### src/rtl/tdm_pkg.sv
// Shared constants and types for the four-slot TDM demux.
// Slot count, slot index width and FSM states.
package tdm_pkg;

  localparam int NUM_SLOTS = 4;
  localparam int SLOT_W    = 2;

  localparam logic [SLOT_W-1:0] LAST_SLOT = SLOT_W'(NUM_SLOTS - 1);

  typedef enum logic {
    ST_HUNT = 1'b0,
    ST_LOCK = 1'b1
  } state_t;

endpackage

### src/rtl/tdm_slot_ctr.sv
// Slot counter for the TDM demux.
// Clear wins over load-1, which wins over increment.
module tdm_slot_ctr
  import tdm_pkg::*;
(
  input  logic              clk,
  input  logic              rst_n,
  input  logic              inc,
  input  logic              ld1,
  input  logic              clr,
  output logic [SLOT_W-1:0] slot,
  output logic              last
);

  always_ff @(posedge clk or negedge rst_n) begin
    if (!rst_n) begin
      slot <= '0;
    end else if (clr) begin
      slot <= '0;
    end else if (ld1) begin
      slot <= SLOT_W'(1);
    end else if (inc) begin
      slot <= slot + SLOT_W'(1);
    end
  end

  assign last = (slot == LAST_SLOT);

endmodule

### src/rtl/tdm_demux4.sv
// Four-slot TDM demultiplexer with frame hunt/lock.
// Publishes A-D together when the slot-3 sample lands.
module tdm_demux4
  import tdm_pkg::*;
#(
  parameter int WIDTH = 8
) (
  input  logic              clk,
  input  logic              rst_n,
  input  logic [WIDTH-1:0]  in,
  input  logic              in_valid,
  input  logic              frame,
  output logic [WIDTH-1:0]  a,
  output logic [WIDTH-1:0]  b,
  output logic [WIDTH-1:0]  c,
  output logic [WIDTH-1:0]  d,
  output logic              frame_done,
  output logic [SLOT_W-1:0] slot,
  output logic              locked,
  output logic              sync_err
);

  state_t state_q, state_d;

  logic inc, ld1, clr, last;
  logic wr0, wrs, pub, err;
  logic at0;

  logic [WIDTH-1:0] sh0, sh1, sh2;

  tdm_slot_ctr u_ctr (
    .clk   (clk),
    .rst_n (rst_n),
    .inc   (inc),
    .ld1   (ld1),
    .clr   (clr),
    .slot  (slot),
    .last  (last)
  );

  assign at0 = (slot == '0);

  always_comb begin
    state_d = state_q;
    inc     = 1'b0;
    ld1     = 1'b0;
    clr     = 1'b0;
    wr0     = 1'b0;
    wrs     = 1'b0;
    pub     = 1'b0;
    err     = 1'b0;
    if (state_q == ST_HUNT) begin
      if (in_valid && frame) begin
        wr0     = 1'b1;
        ld1     = 1'b1;
        state_d = ST_LOCK;
      end
    end else if (in_valid) begin
      unique case (1'b1)
        frame && at0: begin
          wr0 = 1'b1;
          ld1 = 1'b1;
        end
        !frame && !at0: begin
          wrs = 1'b1;
          inc = 1'b1;
          pub = last;
        end
        // early marker: restart the frame here
        frame && !at0: begin
          err = 1'b1;
          wr0 = 1'b1;
          ld1 = 1'b1;
        end
        default: begin
          err     = 1'b1;
          clr     = 1'b1;
          state_d = ST_HUNT;
        end
      endcase
    end
  end

  always_ff @(posedge clk or negedge rst_n) begin
    if (!rst_n) begin
      state_q <= ST_HUNT;
    end else begin
      state_q <= state_d;
    end
  end

  // slot 3 never lands in a shadow; it goes straight to d
  always_ff @(posedge clk or negedge rst_n) begin
    if (!rst_n) begin
      sh0 <= '0;
      sh1 <= '0;
      sh2 <= '0;
    end else begin
      if (wr0) sh0 <= in;
      if (wrs && slot == 2'd1) sh1 <= in;
      if (wrs && slot == 2'd2) sh2 <= in;
    end
  end

  always_ff @(posedge clk or negedge rst_n) begin
    if (!rst_n) begin
      a          <= '0;
      b          <= '0;
      c          <= '0;
      d          <= '0;
      frame_done <= 1'b0;
      sync_err   <= 1'b0;
    end else begin
      frame_done <= pub;
      sync_err   <= err;
      if (pub) begin
        a <= sh0;
        b <= sh1;
        c <= sh2;
        d <= in;
      end
    end
  end

  assign locked = (state_q == ST_LOCK);

endmodule

### config.mk
export PLATFORM = sky130hd
export DESIGN_NAME = tdm_demux4
export DESIGN_NICKNAME = d
export VERILOG_FILES = /design/src/rtl/tdm_pkg.sv /design/src/rtl/tdm_slot_ctr.sv /design/src/rtl/tdm_demux4.sv
export SDC_FILE = /design/constraint.sdc
export NUM_CORES = 1
export LEC_CHECK = 0
export ABC_CLOCK_PERIOD_IN_PS = 4800
export CAP_MARGIN = 20
export CORE_MARGIN = 3
export CORE_UTILIZATION = 45
export DETAILED_ROUTE_END_ITERATION = 10
export GPL_TIMING_DRIVEN = 0
export MAX_ROUTING_LAYER = met4
export PLACE_DENSITY = 0.71
export SLEW_MARGIN = 20
export SYNTH_ARGS = -nofsm -noshare
export SYNTH_HDL_FRONTEND = slang
export SYNTH_SLANG_ARGS = --single-unit
### constraint.sdc
create_clock -name clk -period 4.8 [get_ports clk]
set_clock_uncertainty 0.05 [all_clocks]
set_input_delay 0.96 -clock clk [delete_from_list [all_inputs] [get_ports clk]]
set_output_delay 0.96 -clock clk [all_outputs]
set_load 0.02 [all_outputs]
## Word-level counts from Yosys, hierarchy flattened

Index checks and enable logic that the tools add are counted.

| operators by class | value |
|---|---|
| add/subtract/negate cells | 1 |
| equality and inequality tests | 3 |
| multiplexer cells | 22 |
| reductions and logical operators | 13 |

Operator list:

| operator | count |
|---|---|
| $mux W1 | 19 |
| $logic_and A1 B1 Y1 | 6 |
| $mux W2 | 3 |
| $eq A2 B2 Y1 const B | 2 |
| $reduce_or A2 Y1 | 2 |
| $reduce_bool A3 Y1 | 1 |
| $reduce_or A3 Y1 | 1 |
| $add A2 B1 Y2 const B | 1 |
| $eq A2 B1 Y1 const B | 1 |
| $logic_not A1 Y1 | 2 |
| $logic_not A2 Y1 | 1 |

| storage, ports and cells | value |
|---|---|
| register bits | 61 |
| logic and storage cells | 50 |

## Logic depth before layout (Yosys ltp)

Gate-level depths: netlist of the first run.

| logic depth | value |
|---|---|
| depth after elaboration | 9 |
| depth in mapped cells | 7 |
| depth with buffers taken out | 6 |

## Cells and area by module

A second synthesis of the first run with hierarchy kept.

| unflattened totals | value |
|---|---|
| cell total of the unflattened synthesis | 141 |
| area, all modules | 2366.0 µm² |

By module, submodules not included:

| module | instances | cells each | area an instance (µm²) | sequential area each (µm²) |
|---|---|---|---|---|
| tdm_demux4 | 1 | 133 | 2270.9 | 1476.4 |
| tdm_slot_ctr | 1 | 8 | 95.1 | 50.0 |

## Worst setup path after synthesis of the first run

Ideal clock, no wire load.

| timing path | value |
|---|---|
| kind | in2reg |
| start point | in frame |
| end point | reg a[0] |
| library setup time | 0.128 ns |
| arrival | 1.851 ns |
| path slack | 2.771 ns |
| stages on the path | 5 |
| buffers on the path | 2 |
| cell sequence | and4bb_1 buf_4 nand2_4 buf_6 mux2_1 |

| between the ends | value |
|---|---|
| cells in the longest elaborated chain, start to end | 5 |

RTL lines:

| element | line | RTL |
|---|---|---|
| start: declaration | tdm_demux4.sv:12 | `input logic frame,` |
| $logic_not A1 Y1 | tdm_demux4.sv:64 | `!frame && !at0: begin` |
| $logic_and A1 B1 Y1 | tdm_demux4.sv:64 |  |
| $mux W1 | tdm_demux4.sv:59 | `unique case (1'b1)` |
| $mux W1 | tdm_demux4.sv:58 | `end else if (in_valid) begin` |
| $mux W1 | tdm_demux4.sv:52 | `if (state_q == ST_HUNT) begin` |
| end signal: assignment | tdm_demux4.sv:107 | `a <= '0;` |
| end signal: assignment | tdm_demux4.sv:117 | `a <= sh0;` |
| end: declaration | tdm_demux4.sv:13 | `output logic [WIDTH-1:0] a,` |

No other way between the ends.
A chain may end at the register's enable or synchronous reset.

## Final worst setup path of the first run

| timing path | value |
|---|---|
| start point | in frame |
| end point | reg d[6] |

| between the ends | value |
|---|---|
| cells in the longest elaborated chain, start to end | 5 |

RTL lines:

| element | line | RTL |
|---|---|---|
| $logic_not A1 Y1 | tdm_demux4.sv:64 |  |
| $logic_and A1 B1 Y1 | tdm_demux4.sv:64 |  |
| $mux W1 | tdm_demux4.sv:59 |  |
| $mux W1 | tdm_demux4.sv:58 |  |
| $mux W1 | tdm_demux4.sv:52 |  |
| end signal: assignment | tdm_demux4.sv:120 | `d <= in;` |
| end: declaration | tdm_demux4.sv:16 | `output logic [WIDTH-1:0] d,` |

No other way between the ends.

==> results.tsv, run 1 <==
metric	value	unit
outcome	completed	
numCtsBuffers	9	
initial_core_util	48.53	%
clkPwrFrac	23.6	%
hold_buffers	0	
p_sw	0.0006753	W
p_per_area	673.7	nW/um2
path_clk_slew	60	ps
syn_area_per_cell	16.10	um2
post-route-min-period	2441	ps
worstHoldPathType	flop to flop	
num_rows	25	
ys_ff_latch	61	
place_hpwl	3.196	mm
timing_hold_violations_final	0	
grt_pass1_vias	1591	
final_antenna_net_count	0	
yosysTopAreaCell	dfrtp_1	
gr-total-overflow	0	
max_cap_violations	0	
antenna_found_initial	0	
drt-pass1-iter-count	3	
clk-insertion-delay-late	330	ps
reg2reg_depth	7	
yosysTopAreaCellShare	63.64	%
die_area	6242	um2
r2r-end	d[6]	
max_freq	0.4097	GHz
setup_violations	0	
drc	0	
combPwrFrac	36.8	%
syn-cell-area	2399	um2
synth_edf_count	0	
cts_tree	done	
p_seq_share	39.6	%
yosys-top-cells-area	dfrtp_1 64%, mux2_1 14%, mux2_2 13%	
fin_nets	226	
drt-total-wl	4.709	mm
setup_ws	2359	ps
synth_nets	167	
ctsResizeCount	0	
path_class	input pin to flop	
internal-power	0.001471	W
nFillCells	405	
wl_per_cell	16.82	um
slew_violations	0	
synth.most_common_cell	dfrtp_1	
end_kind	flop	
rsz0062_at_grt	no	
die_y	79.01	um
syn_inst	149	
startpoint	frame	
cts.htree.levels	3	
p_sw_share	31.47	%
yosysUniqueCellTypes	18	
ctsRootBufferMaster	clkbuf_8	
clock_path_buffers	2	
drive_above_1_share	23.47	%
ys_async_sr_fraction	100.0	%
synth-warning-count	0	
dp_slack	2029	ps
synth-seq-area-share	63.64	%
post_cts_buffers	0	
ir_drop	0.3231	mV
r2r_start	u_ctr.slot[0]	
gp_congestion	0.7895	
worstPathMaxFanout	10	
period_share	50.84	%
synthFlopType	dfrtp_1	
track_usage	17.49	%
worstPathArrival	2600	ps
grt_pass1_wl	7.797	mm
coreArea	4942	um2
leakage	1.508	nW
setup_tns	0	ps
n_antenna_cell	0	
area_growth	32.81	%
worst_pin_slew	739.9	ps
die_w	79.01	um
synth_commonest_cells	61 x dfrtp_1, 29 x mux2_1, 27 x mux2_2	
drt-initial-drc-count	36	
numClockSinks	61	
crit_end	d[6]	
grt_max_degree	62	
ff2ff_setup_slack	2790	ps
start_kind	input pin	
pin_count	49	
portBuffers	48	
max_slew_margin	50.67	%
routed_via_density	5.082	
num_vias	1423	
cp.required	4960	ps
-- routing by layer --
layer / track usage, % / routed length (um)
met1: 19.68 / 2052
met2: 28.87 / 2347
met3: 5.329 / 217
met4: 7.732 / 92
met5: - / 0
-- stage by stage --
stage	hold WS, ps	total power [W]	util [%]	instance area [um2]	std cells
after floorplan	402.2	0.001263	-	2399	149
after global placement	409.0	0.001612	59.95	2963	264
after detailed placement	420.5	0.001654	59.90	2960	264
after CTS	438.0	0.002172	64.46	3186	280
after global routing	454.9	0.002266	64.46	3186	280
final	430.9	0.002146	64.46	3186	280
-- kinds of logic after synthesis --
logic type	share of synthesized area, %
flops	63.64
mux	26.71
simple gates	3.182
buf+inv	2.347
fa+ha+maj	3.130
compound gates	0.9910
-- cell usage in the layout (no fill, tap or decap) --
cell and count:
mux2_1 29, a2bb2oi_1 1, nor2_1 3, o21ai_0 1, mux2_2 27, nand2_2 2, inv_1 4, buf_4 2
clkbuf_8 11, nand2_4 1, nand3_1 1, a21oi_1 2, and4bb_1 1, buf_6 3, bufinv_16 2, nor2b_1 2
clkbuf_1 1, clkinv_2 2, clkdlybuf4s50_1 47, mux2i_1 1, ha_1 6, nand2_1 3, dfrtp_1 61
-- registers in the layout, indices dropped and copies added (netlist names) --
name and flops:
a 8, b 8, c 8, d 8, frame_done 1, locked 1, sh0 8, sh1 8
sh2 8, sync_err 1, u_ctr.slot 2
-- power by group through the flow --
stage	combinational [W]	clock (W)	sequential (W)
floorplan	0.000253	0	0.00101
global placement	0.000770	0	0.000842
detailed placement	0.000795	0	0.000858
CTS	0.000802	0.000517	0.000854
global route	0.000838	0.000547	0.000880
finish	0.000789	0.000507	0.000850
-- final cells by class --
cell class / instances / area, um2 / share of cell area, %
repair buffers: 48 / 478.0 / 15.00
flip-flops and latches: 61 / 1526 / 47.92
clock inverters: 4 / 70.07 / 2.200
well taps: 67 / 83.83 / 2.632
plain buffers: 4 / 41.29 / 1.296
clock buffers: 12 / 155.1 / 4.870
inverters: 4 / 15.01 / 0.4713
multi-input cells: 80 / 815.8 / 25.61
-- worst min-delay path by stage --
stage          startpoint   end  cells past startpoint
2_1_floorplan      sh0[0]  a[0]                      1
3_3_place_gp       sh0[5]  a[5]                      1
3_5_place_dp       sh1[0]  b[0]                      1
4_1_cts            sh1[7]  b[7]                      1
5_1_grt            sh1[4]  b[4]                      1
6_report           sh1[0]  b[0]                      1
-- worst max-delay path: stages --
cell             delay, ps
clkdlybuf4s50_1        570
and4bb_1               250
buf_4                  160
nand2_4                120
buf_6                  180
mux2_1                 350
Power figures use the tool's default switching activity.
==> inputs of run 2 (changes only) <==
Settings changed: ABC_CLOCK_PERIOD_IN_PS 4800 to 2400.
Clock period 4.8 ns to 2.4 ns, I/O delays scaled along.
==> results of run 2 <==
The final DEF is identical to that of run 1. Status: completed.
Among the figures that moved: setup slack after placement 2029 ps -> 109.0 ps; setup slack after layout 2359 ps -> 389.2 ps; hold slack 430.9 ps -> 157.2 ps; start point of the critical path frame -> u_ctr.slot[0]; register-to-register setup slack 2790 ps -> 390 ps; total power 0.002146 W -> 0.004292 W; worst IR drop on VDD 0.3231 mV -> 0.6462 mV
==> inputs of run 3 (changes only) <==
Settings changed: ABC_CLOCK_PERIOD_IN_PS 2400 to 1700, PLACE_DENSITY 0.71 to 0.74.
Clock period 2.4 ns to 1.7 ns, I/O delays scaled along.
==> run 3 against run 2 <==
Against the previous run: the run now ends with setup timing left; critical path depth did not move; non-clock buffer count rose by 8; design area is 8.1% higher; final cell count grew 2.9%; clock-buffer cell count unchanged; routed wire length grew 8.6%; utilization grew 5.2 points; flip-flop and latch count did not move; critical endpoint is now a[2]; highest routed layer unchanged.
==> results.tsv, run 3 (synthesis gave the netlist of run 1 again) <==
metric	value	unit	change
crit_chain	inv_4 -> ha_4 -> and4bb_1 -> buf_6 -> nand2_8 -> buf_12 -> mux2_1		
die_area	6242	um2	unchanged
period_share	104.1	%	
p_per_area	1852	nW/um2	
worst_pin_slew	731.7	ps	-8.257 ps
pin_count	49		unchanged
worstPathMaxFanout	10		unchanged
topRoutingLayerUsed	met4		
route.met3.wl	277	um	+28%
mostFrequentLayoutCells	59 x dfrtp_1, 27 x mux2_2, 24 x mux2_4, 17 x dlymetal6s2s_1, 16 x clkdlybuf4s50_1		
setup_tns	-1583	ps	-1583 ps
wl_per_cell	17.76	um	+5.6%
drc	0		unchanged
clkPwrFrac	22.3	%	-1.3 points
track_usage	17.97	%	+0.48 points
initial_core_util	48.53	%	unchanged
max_freq	0.5649	GHz	
clk-insertion-delay-late	320	ps	about the same
outcome	finished with violations		
ctsRootBufferMaster	clkbuf_8		
cp.required	1850	ps	
fin_nets	234		+3.5%
power	0.006379	W	
die_w	79.01	um	unchanged
slew_violations	0		unchanged
slowest_delay	410	ps	
worst-path-buf-inv	3		unchanged
path_class	flop to flop		
n_antenna_cell	0		unchanged
start_kind	flop		
worstPathArrival	1920	ps	
antenna_found_initial	0		unchanged
num_vias	1478		+3.9%
max_cap_violations	0		unchanged
leakage	1.950	nW	+29%
rsz0062_at_grt	yes		
p_sw	0.002023	W	
routed_via_density	5.132		+0.98%
grt_max_degree	62		unchanged
combPwrFrac	39.6	%	+2.8 points
crit_path_top_delay_cell	dfrtp_2		
cpLargestDelayFamily	flip-flops		
place_hpwl	3.299	mm	+3.2%
mostFrequentLayoutCell	dfrtp_1		
cts_tree	done		
clock_path_buffers	2		unchanged
worstHoldPathType	input pin to async pin		
num_rows	25		unchanged
wirelength_met1	2.180	mm	+6.2%
cts.htree.levels	3		unchanged
final_antenna_net_count	0		unchanged
gp_congestion	0.8313		+5.3%
internal-power	0.004357	W	
setup_ws	-70.28	ps	
max_slew_margin	51.22	%	+0.55 points
drive_above_1_share	39.82	%	+16 points
portBuffers	48		unchanged
post-route-min-period	1770	ps	
die_y	79.01	um	unchanged
timing_hold_violations_final	0		unchanged
numClockSinks	61		unchanged
area_growth	43.61	%	
drt-pass1-iter-count	4		+1
numCtsBuffers	9		unchanged
drt-initial-drc-count	64		+78%
gr-total-overflow	0		unchanged
grt_pass1_wl	8.217	mm	+5.4%
path_clk_slew	60	ps	about the same
p_seq_share	38.1	%	-1.5 points
end_kind	flop		
dr_wl_met2	2.597	mm	+11%
coreArea	4942	um2	unchanged
ir_drop	1.043	mV	
setup_violations	39		+39
p_sw_share	31.71	%	
violations	setup timing		
grt_pass1_vias	1628		+2.3%
drt-total-wl	5.116	mm	+8.6%
## run 3: cell type report
| type | count | area, um2 |
|---|---|---|
| inverter | 4 | 20.02 |
| buffer | 4 | 71.32 |
| timing repair buffer | 56 | 580.6 |
| tap | 67 | 83.83 |
| multi-input combinational | 80 | 934.6 |
| clock inverter | 4 | 70.07 |
| clock buffer | 12 | 155.1 |
| sequential | 61 | 1529 |
| fill | 348 | 1498 |
## run 3: worst paths after layout
check / from / endpoint / slack (ps) / depth (start not counted)
setup / recovery: u_ctr.slot[0] / a[2] / -70 / 7
hold / removal: rst_n / b[5] / 30 / 1
setup reg to reg: u_ctr.slot[0] / a[2] / -70 / 7
hold reg to reg: sh2[7] / c[7] / 450 / 1
max in group asynchronous: rst_n / u_ctr.slot[1] / 1050 / 1
min in group clk: sh2[7] / c[7] / 450 / 1
## run 3: worst reg2reg max path, stage by stage (launching register included)
cell	delay (ps)
dfrtp_2	410
inv_4	60
ha_4	160
and4bb_1	260
buf_6	150
nand2_8	90
buf_12	160
mux2_1	310
## run 3: layer usage
layer,up-vias,GRT usage (%)
li1,662,-
met1,769,21.19
met2,41,29.04
met3,6,4.875
met4,0,7.904
met5,-,-
## run 3: timing repair
| action | CTS | global route |
|---|---|---|
| resized for setup | 34 | 31 |
| hold buffers | 0 | 0 |
| pin swaps | 1 | 0 |
| setup buffers | 4 | 3 |
| gates cloned | 0 | 1 |
| endpoints found under the setup margin | 59 | 62 |
## run 3: power groups by stage
stage | logic (W) | registers [W] | clock network [W]
after floorplan | 0.000752 | 0.00286 | 0
after global placement | 0.00221 | 0.00240 | 0
after detailed placement | 0.00229 | 0.00245 | 0
after CTS | 0.00242 | 0.00242 | 0.00144
after global routing | 0.00268 | 0.00251 | 0.00152
final | 0.00253 | 0.00243 | 0.00142
## run 3: per-stage QoR
step / utilization [%] / setup slack, ps / std cells / hold WS [ps] / instance area [um2]
floorplan: - / -50.55 / 149 / -5.591 / 2426
global placement: 60.51 / -1691 / 264 / 408.8 / 2990
detailed placement: 60.46 / -336.0 / 264 / 397.3 / 2988
CTS: 66.84 / -59.94 / 284 / 44.71 / 3303
global route: 69.70 / -131.0 / 288 / 84.45 / 3445
finish: 69.70 / -70.28 / 288 / 26.03 / 3445
